**config.mk**
```make
export PLATFORM = sky130hd
export DESIGN_NAME = multicycle_ctrl
export DESIGN_NICKNAME = d
export VERILOG_FILES = /design/src/rtl/cpu_ctrl_pkg.sv /design/src/rtl/multicycle_ctrl_opcode_class.sv /design/src/rtl/multicycle_ctrl.sv
export SDC_FILE = /design/constraint.sdc
export NUM_CORES = 1
export LEC_CHECK = 0
export CORE_UTILIZATION = 50
export CTS_CLUSTER_SIZE = 10
export DETAILED_ROUTE_END_ITERATION = 8
export MAX_ROUTING_LAYER = met4
export PLACE_DENSITY = 0.91
export RECOVER_POWER = 50
export SETUP_SLACK_MARGIN = 0.05
export SYNTH_ARGS = -nofsm -noshare
export SYNTH_HDL_FRONTEND = slang
export SYNTH_SLANG_ARGS = --single-unit
```
**constraint.sdc**
```tcl
create_clock -name clk -period 5.02 [get_ports clk]
set_input_delay 1.004 -clock clk [delete_from_list [all_inputs] [get_ports clk]]
set_output_delay 1.004 -clock clk [all_outputs]
set_load 0.005 [all_outputs]
```
**src/rtl/cpu_ctrl_pkg.sv**
```systemverilog
// cpu_ctrl_pkg -- shared definitions for the multicycle CPU controller.
// Holds the controller state codes, the supported opcode values, the
// immediate-extender modes, the ALU operation classes and the datapath
// select encodings used by multicycle_ctrl and opcode_class.
package cpu_ctrl_pkg;

    // Controller states; codes 12-15 are unused and recover to S_FETCH.
    typedef enum logic [3:0] {
        S_FETCH    = 4'd0,
        S_DECODE   = 4'd1,
        S_MEM_ADDR = 4'd2,
        S_MEM_RD   = 4'd3,
        S_MEM_WB   = 4'd4,
        S_MEM_WR   = 4'd5,
        S_EXEC_R   = 4'd6,
        S_R_WB     = 4'd7,
        S_BRANCH   = 4'd8,
        S_JUMP     = 4'd9,
        S_EXEC_I   = 4'd10,
        S_I_WB     = 4'd11
    } state_t;

    // Opcode field IR[31:26] of the supported instructions.
    localparam logic [5:0] OP_R    = 6'b000000;
    localparam logic [5:0] OP_LW   = 6'b100011;
    localparam logic [5:0] OP_SW   = 6'b101011;
    localparam logic [5:0] OP_BEQ  = 6'b000100;
    localparam logic [5:0] OP_J    = 6'b000010;
    localparam logic [5:0] OP_ADDI = 6'b001000;
    localparam logic [5:0] OP_ANDI = 6'b001100;
    localparam logic [5:0] OP_ORI  = 6'b001101;
    localparam logic [5:0] OP_LUI  = 6'b001111;

    // Immediate extender modes.
    localparam logic [1:0] EXT_SIGN  = 2'b00;
    localparam logic [1:0] EXT_ZERO  = 2'b01;
    localparam logic [1:0] EXT_UPPER = 2'b10;

    // ALU operation classes handed to the ALU control decoder.
    localparam logic [1:0] ALU_ADD   = 2'b00;
    localparam logic [1:0] ALU_SUB   = 2'b01;
    localparam logic [1:0] ALU_FUNCT = 2'b10;
    localparam logic [1:0] ALU_IMM   = 2'b11;

    // ALU B-operand selects.
    localparam logic [1:0] SRC_B_REG  = 2'b00;
    localparam logic [1:0] SRC_B_FOUR = 2'b01;
    localparam logic [1:0] SRC_B_IMM  = 2'b10;
    localparam logic [1:0] SRC_B_BOFS = 2'b11;

    // Next-PC source selects.
    localparam logic [1:0] PC_SRC_ALU  = 2'b00;
    localparam logic [1:0] PC_SRC_OUT  = 2'b01;
    localparam logic [1:0] PC_SRC_JUMP = 2'b10;

endpackage

```
**src/rtl/multicycle_ctrl_opcode_class.sv**
```systemverilog
// opcode_class -- combinational classifier for the instruction opcode.
// Ports:
//   opcode   in  6  IR[31:26]
//   is_r, is_lw, is_sw, is_beq, is_j, is_imm  out  instruction class flags
//   illegal  out  1  opcode is not one of the supported instructions
//   ext_mode out  2  immediate extender mode for the I-type ALU ops
module opcode_class
    import cpu_ctrl_pkg::*;
(
    input  logic [5:0] opcode,
    output logic       is_r,
    output logic       is_lw,
    output logic       is_sw,
    output logic       is_beq,
    output logic       is_j,
    output logic       is_imm,
    output logic       illegal,
    output logic [1:0] ext_mode
);

    // Opcode to class flags and extender mode; anything unlisted is illegal.
    always_comb begin
        is_r     = 1'b0;
        is_lw    = 1'b0;
        is_sw    = 1'b0;
        is_beq   = 1'b0;
        is_j     = 1'b0;
        is_imm   = 1'b0;
        illegal  = 1'b0;
        ext_mode = EXT_SIGN;
        case (opcode)
            OP_R:    is_r   = 1'b1;
            OP_LW:   is_lw  = 1'b1;
            OP_SW:   is_sw  = 1'b1;
            OP_BEQ:  is_beq = 1'b1;
            OP_J:    is_j   = 1'b1;
            OP_ADDI: is_imm = 1'b1;
            OP_ANDI: begin
                is_imm   = 1'b1;
                ext_mode = EXT_ZERO;
            end
            OP_ORI: begin
                is_imm   = 1'b1;
                ext_mode = EXT_ZERO;
            end
            OP_LUI: begin
                is_imm   = 1'b1;
                ext_mode = EXT_UPPER;
            end
            default: illegal = 1'b1;
        endcase
    end

endmodule

```
**src/rtl/multicycle_ctrl.sv**
```systemverilog
// multicycle_ctrl -- Moore FSM controller for a multicycle MIPS-like datapath.
// Ports:
//   clk, rst            in   clock, asynchronous active-high reset
//   opcode              in   IR[31:26], stable from DECODE onward
//   zero                in   ALU zero flag (qualifies pc_write_cond)
//   mem_ready           in   memory handshake; access completes when high
//   pc_en               out  pc_write | (pc_write_cond & zero)
//   pc_write .. alu_src_a  out  single-bit datapath controls
//   alu_src_b, alu_op, pc_source, ext_mode  out  2-bit datapath selects
//   illegal             out  one-cycle pulse in DECODE on an unsupported opcode
//   retired             out  CNT_W-bit count of completed instructions (wraps)
//   state               out  current state code, for debug
module multicycle_ctrl
    import cpu_ctrl_pkg::*;
#(
    parameter int CNT_W = 32
) (
    input  logic             clk,
    input  logic             rst,
    input  logic [5:0]       opcode,
    input  logic             zero,
    input  logic             mem_ready,
    output logic             pc_en,
    output logic             pc_write,
    output logic             pc_write_cond,
    output logic             ir_write,
    output logic             mem_read,
    output logic             mem_write,
    output logic             reg_write,
    output logic             reg_dst,
    output logic             mem_to_reg,
    output logic             i_or_d,
    output logic             alu_src_a,
    output logic [1:0]       alu_src_b,
    output logic [1:0]       alu_op,
    output logic [1:0]       pc_source,
    output logic [1:0]       ext_mode,
    output logic             illegal,
    output logic [CNT_W-1:0] retired,
    output logic [3:0]       state
);

    state_t           state_r;
    state_t           next_state_s;
    logic [CNT_W-1:0] retired_r;
    logic             retire_s;

    logic       is_r_s;
    logic       is_lw_s;
    logic       is_sw_s;
    logic       is_beq_s;
    logic       is_j_s;
    logic       is_imm_s;
    logic       cls_illegal_s;
    logic [1:0] cls_ext_s;

    opcode_class u_opcode_class (
        .opcode   (opcode),
        .is_r     (is_r_s),
        .is_lw    (is_lw_s),
        .is_sw    (is_sw_s),
        .is_beq   (is_beq_s),
        .is_j     (is_j_s),
        .is_imm   (is_imm_s),
        .illegal  (cls_illegal_s),
        .ext_mode (cls_ext_s)
    );

    // State register.
    always_ff @(posedge clk or posedge rst) begin
        if (rst) begin
            state_r <= S_FETCH;
        end else begin
            state_r <= next_state_s;
        end
    end

    // Retired-instruction counter; wraps naturally at all-ones.
    always_ff @(posedge clk or posedge rst) begin
        if (rst) begin
            retired_r <= {CNT_W{1'b0}};
        end else if (retire_s) begin
            retired_r <= retired_r + {{(CNT_W-1){1'b0}}, 1'b1};
        end else begin
            retired_r <= retired_r;
        end
    end

    // Next-state logic and the retire strobe (instruction leaves its last state).
    always_comb begin
        next_state_s = S_FETCH;
        retire_s     = 1'b0;
        case (state_r)
            S_FETCH: begin
                if (mem_ready) begin
                    next_state_s = S_DECODE;
                end else begin
                    next_state_s = S_FETCH;
                end
            end
            S_DECODE: begin
                if (is_lw_s || is_sw_s) begin
                    next_state_s = S_MEM_ADDR;
                end else if (is_r_s) begin
                    next_state_s = S_EXEC_R;
                end else if (is_beq_s) begin
                    next_state_s = S_BRANCH;
                end else if (is_j_s) begin
                    next_state_s = S_JUMP;
                end else if (is_imm_s) begin
                    next_state_s = S_EXEC_I;
                end else begin
                    next_state_s = S_FETCH;
                end
            end
            S_MEM_ADDR: begin
                if (is_lw_s) begin
                    next_state_s = S_MEM_RD;
                end else begin
                    next_state_s = S_MEM_WR;
                end
            end
            S_MEM_RD: begin
                if (mem_ready) begin
                    next_state_s = S_MEM_WB;
                end else begin
                    next_state_s = S_MEM_RD;
                end
            end
            S_MEM_WR: begin
                if (mem_ready) begin
                    next_state_s = S_FETCH;
                    retire_s     = 1'b1;
                end else begin
                    next_state_s = S_MEM_WR;
                end
            end
            S_EXEC_R: next_state_s = S_R_WB;
            S_EXEC_I: next_state_s = S_I_WB;
            S_MEM_WB, S_R_WB, S_I_WB, S_BRANCH, S_JUMP: begin
                next_state_s = S_FETCH;
                retire_s     = 1'b1;
            end
            default: next_state_s = S_FETCH;
        endcase
    end

    // Moore output decode; controls not named for a state stay 0.
    always_comb begin
        pc_write      = 1'b0;
        pc_write_cond = 1'b0;
        ir_write      = 1'b0;
        mem_read      = 1'b0;
        mem_write     = 1'b0;
        reg_write     = 1'b0;
        reg_dst       = 1'b0;
        mem_to_reg    = 1'b0;
        i_or_d        = 1'b0;
        alu_src_a     = 1'b0;
        alu_src_b     = SRC_B_REG;
        alu_op        = ALU_ADD;
        pc_source     = PC_SRC_ALU;
        ext_mode      = EXT_SIGN;
        illegal       = 1'b0;
        case (state_r)
            S_FETCH: begin
                // PC+4 and IR load only land once the fetch completes.
                mem_read  = 1'b1;
                alu_src_b = SRC_B_FOUR;
                ir_write  = mem_ready;
                pc_write  = mem_ready;
            end
            S_DECODE: begin
                alu_src_b = SRC_B_BOFS;
                illegal   = cls_illegal_s;
            end
            S_MEM_ADDR: begin
                alu_src_a = 1'b1;
                alu_src_b = SRC_B_IMM;
            end
            S_MEM_RD: begin
                mem_read = 1'b1;
                i_or_d   = 1'b1;
            end
            S_MEM_WB: begin
                reg_write  = 1'b1;
                mem_to_reg = 1'b1;
            end
            S_MEM_WR: begin
                mem_write = 1'b1;
                i_or_d    = 1'b1;
            end
            S_EXEC_R: begin
                alu_src_a = 1'b1;
                alu_op    = ALU_FUNCT;
            end
            S_R_WB: begin
                reg_write = 1'b1;
                reg_dst   = 1'b1;
            end
            S_BRANCH: begin
                alu_src_a     = 1'b1;
                alu_op        = ALU_SUB;
                pc_write_cond = 1'b1;
                pc_source     = PC_SRC_OUT;
            end
            S_JUMP: begin
                pc_write  = 1'b1;
                pc_source = PC_SRC_JUMP;
            end
            S_EXEC_I: begin
                alu_src_a = 1'b1;
                alu_src_b = SRC_B_IMM;
                alu_op    = ALU_IMM;
                ext_mode  = cls_ext_s;
            end
            S_I_WB: begin
                reg_write = 1'b1;
            end
            default: begin
                pc_write = 1'b0;
            end
        endcase
    end

    assign pc_en   = pc_write | (pc_write_cond & zero);
    assign retired = retired_r;
    assign state   = state_r;

endmodule

```
# Word-level counts from Yosys, hierarchy flattened
# Index checks and enable logic that the tools add are counted.
# word_totals
regBits	36
inputBits	10
output_inout_bits	56
wordCells	71
# op_classes
n_addsub	1
n_eq_ne	19
muxes	35
bitwise_logic	2
reduce_logical	12
# ops
op	n
adder 32 x 1 -> 32 bit (second input constant)	1
one-hot mux 4 bit (7 select lines)	1
equality test 6 x 4 -> 1 bit (second input constant)	4
2-to-1 mux 4 bit	5
2-to-1 mux 1 bit	19
equality test 4 x 3 -> 1 bit (second input constant)	4
equality test 4 bit (second input constant)	4
equality test 6 bit (second input constant)	2
one-hot mux 2 bit (3 select lines)	2
2-to-1 mux 3 bit	3
OR reduction 9 bit	1
equality test 4 x 2 -> 1 bit (second input constant)	2
one-hot mux 2 bit (2 select lines)	2
OR reduction 2 bit	4
OR reduction 4 bit	2
equality test 6 x 2 -> 1 bit (second input constant)	1
equality test 6 x 3 -> 1 bit (second input constant)	1
logical NOT 6 bit	1
OR reduction 5 bit	1
equality test 4 x 1 -> 1 bit (second input constant)	1
logical NOT 4 bit	1
one-hot mux 1 bit (2 select lines)	2
OR reduction 3 bit	1
2-to-1 mux 2 bit	1
other kinds (3)	3

# Longest topological paths before layout
# logic_depth
word_depth	9
mapped_depth	6
mapped_depth_nobuf	5

# Hierarchy
# A second synthesis with hierarchy kept.
# unflattened
hier_cells	213
area_unflattened_um2	2053.2
# modules_own_cells
mod	instances	cells_each	area_each_um2	seq_area_each_um2
multicycle_ctrl	1	191	1913.1	900.9
opcode_class	1	22	140.1	0.0

# Least setup slack after synthesis
# OpenSTA, ideal clock, no wires.
# synth_timing
kind	input to output
from	input port opcode[1]
to	output port illegal
t_arrival_ns	1.725
required_time_ns	4.016
slack_ns	2.291
path_stages	5
n_path_buf	1
cell_sequence	clkbuf_1 nand3_1 nor3_1 or2_2 a21oi_1
# synth_between
elab_chain_len	4
elab_cells_between_ends	12
cone_classes	eq/ne (8); mux (2); reduce/logical (2)
# synth_rtl
element	line_no	text
start: declaration	multicycle_ctrl.sv:20	input logic [5:0] opcode,
equality test 6 bit, or another cell as far along	multicycle_ctrl_opcode_class.sv:31	case (opcode)
OR reduction 9 bit (no line) (*)	-	
2-to-1 mux 1 bit (*)	multicycle_ctrl_opcode_class.sv:31	
2-to-1 mux 1 bit (*)	multicycle_ctrl.sv:165	case (state_r)
end: declaration	multicycle_ctrl.sv:38	output logic illegal,
# Every way passes the cells marked *; elsewhere a longest branch is shown, timed or not.

# Worst setup path in the final report
# Ends and elaborated chain as after synthesis.

==> impl_metrics.ini <==
[outcome]
status = complete, but fails checks
violations = capacitance limit, slew limit

[grt]
grt_pass1_wl_um = 8460
gr-usage-all-layers = 0.259
grt_max_degree = 37
antenna_found_initial = 0
grt_pass1_vias = 1863
grt_overflow = 0

[clock_network]
tritoncts = yes
path_clk_slew_ns = 0.07
cts-root-buf = clkbuf_8
post_cts_resize_count = 0
numClockSinks = 36
cts_buffers = 5
worstSkewPairLatency_ns = 0.30
hold_buffers = 0
cts_setup_buffers = 0
cts_buffer_depth = 2
h-tree-depth = 2

[cells_and_area]
area_growth_pct = 35.7
diodes = 0
drive_gt1_frac = 0.0475
final_cells = 345
final_nets = 305
final_core_utilization = 0.713

[timing]
maxSlewHeadroom = -0.261
setup_viol = 0
period_share = 0.736
tightest_slew_ns = 1.89
drv_slew = 37
setup_slack_ns = 1.32
post-route-min-period_ns = 3.70
max_freq_mhz = 271
hold_viol = 0
rsz0062_at_grt = no
clock_skew_ns = 0.00719
fin_setup_tns_ns = 0

[worst_setup_path]
criticalPathCategory = in -> out
end_kind = output port
crit_arrival_ns = 2.69
cpMostUsedCell = clkdlybuf4s50_1
path_cells = clkdlybuf4s50_1 -> nand3_1 -> nor3_1 -> or2_2 -> a21oi_1 -> clkdlybuf4s50_1
cp_max_fo = 8
crit_required_ns = 4.02
reg2reg_depth = 5
cp_slowest_stage_delay_ns = 0.53
critPathLaunchType = input port
cp_slowest_cell = clkdlybuf4s50_1

[place]
post-place-ws_ns = 1.35
numPlacedInstances = 337
place_hpwl_um = 3750
place.gp.congestion = 0.880
portBuffers = 65

[yosys]
synth_edf_count = 0
synth_top_area_frac = 0.426
async_flop_share = 1.00
netlist_area_um2 = 2120
yosysWarnings = 0
synth_top_cell_by_area = dfrtp_1
synth_area_leaders = dfrtp_1 43%, xor2_1 11%, nor4_1 5.6%
syn_inst = 232
synth_top_flop_cell = dfrtp_1
avgSynthCellArea_um2 = 9.12
yosys-top-cells-count = 36 x dfrtp_1, 27 x xor2_1, 19 x nor4_1
synth.distinct_cells = 41
synth_seq_cells = 36
syn-num-nets = 243
synth-seq-area-share = 0.426
synth_most_common_cell = dfrtp_1

[route]
via_per_inst = 5.81
route.met2.wl_um = 2720
wl_per_cell_um = 15.3
drtIter0Drc = 155
antenna_left = 0
drc = 0
postRouteWirelength_um = 5300
num_vias = 2006
wl_met3_um = 235
firstDrtPassIters = 4
top_layer_used = met4
wl_met1_um = 2250

[power]
p_leak_nw = 1.35
combPwrFrac = 0.276
ir_drop_mv = 0.239
p_per_area_nw_per_um2 = 272
seq_power_share = 0.453
p_int_w = 0.000545
pwr-share-clk = 0.271
switching_share = 0.301
switchingPower_w = 0.000235
p_total_w = 0.000780

[worst_hold_path]
hp-class = reg -> reg
hold_depth = 1

[die]
core_area_um2 = 4030
start_util = 0.525
num_rows = 23
die_area_um2 = 4500
die_y_um = 67.1
io_pins = 66
die_w_um = 67.1

[flow_run]
drv_cap = 1
[state kept, by name, summed over array words and instances, names as in the netlist]
register / count
state: 4
retired: 32
[power groups by stage]
stage	Combinational (W)	Clock, W	Sequential, W
CTS	0.000223	0.000215	0.000352
floorplan	0.000117	0	0.000342
global route	0.000237	0.000229	0.000357
global placement	0.000216	0	0.000355
finish	0.000215	0.000211	0.000353
detailed placement	0.000221	0	0.000357
[worst max-delay path: cells and delay by family]
| kind | cells | cell delay [ns] |
|---|---|---|
| AO/OA/AOI/OAI | 1 | 0.12 |
| buffers and inverters | 2 | 1.04 |
| AND/OR/NAND/NOR | 3 | 0.52 |
[routing by layer]
layer / vias to the layer above / GRT usage
met3: 9 / 0.0753
met2: 61 / 0.404
met5: - / -
met4: 0 / 0.112
li1: 972 / -
met1: 964 / 0.309
[through the flow]
step	instance area, µm²	hold slack [ns]
finish	2870	0.469
global route	2870	0.487
CTS	2880	0.484
detailed placement	2790	0.471
global placement	2790	0.455
floorplan	2120	0.465
[placed cells by master, fill, tap and decap left out, types with 6 or more instances in the layout]
cell type and n:
and3_1 9, clkbuf_8 6, clkdlybuf4s50_1 36, dfrtp_1 36, dlygate4sd3_1 29, inv_1 8, nand2_1 18, nand2b_1 7
nand3_1 15, nor2_1 17, nor3_1 12, nor4_1 19, xor2_1 27
[cell families after synthesis]
family,synth area share
buf+inv,0.0420
compound gates,0.0763
flops,0.426
fa+ha+maj,0.00591
simple gates,0.312
mux,0.00532
xor+xnor,0.132
[final cells by class]
| cell class | count | area (µm²) |
|---|---|---|
| clock buffers | 8 | 90.1 |
| fillers | 313 | 1160 |
| inverters | 8 | 30.0 |
| multi-input cells | 176 | 1130 |
| flip-flops and latches | 36 | 901 |
| well taps | 50 | 62.6 |
| repair buffers | 67 | 662 |
[path summary, 6_finish.rpt]
path,start,to,slack (ns)
min in group asynchronous,rst,retired[1],1.82
min,retired[31],retired[31],0.47
max reg2reg,state[0],retired[18],2.81
max in group asynchronous,rst,retired[17],2.11
max,opcode[1],illegal,1.32
min reg2reg,retired[31],retired[31],0.47
(Power assumes the default switching activity.)
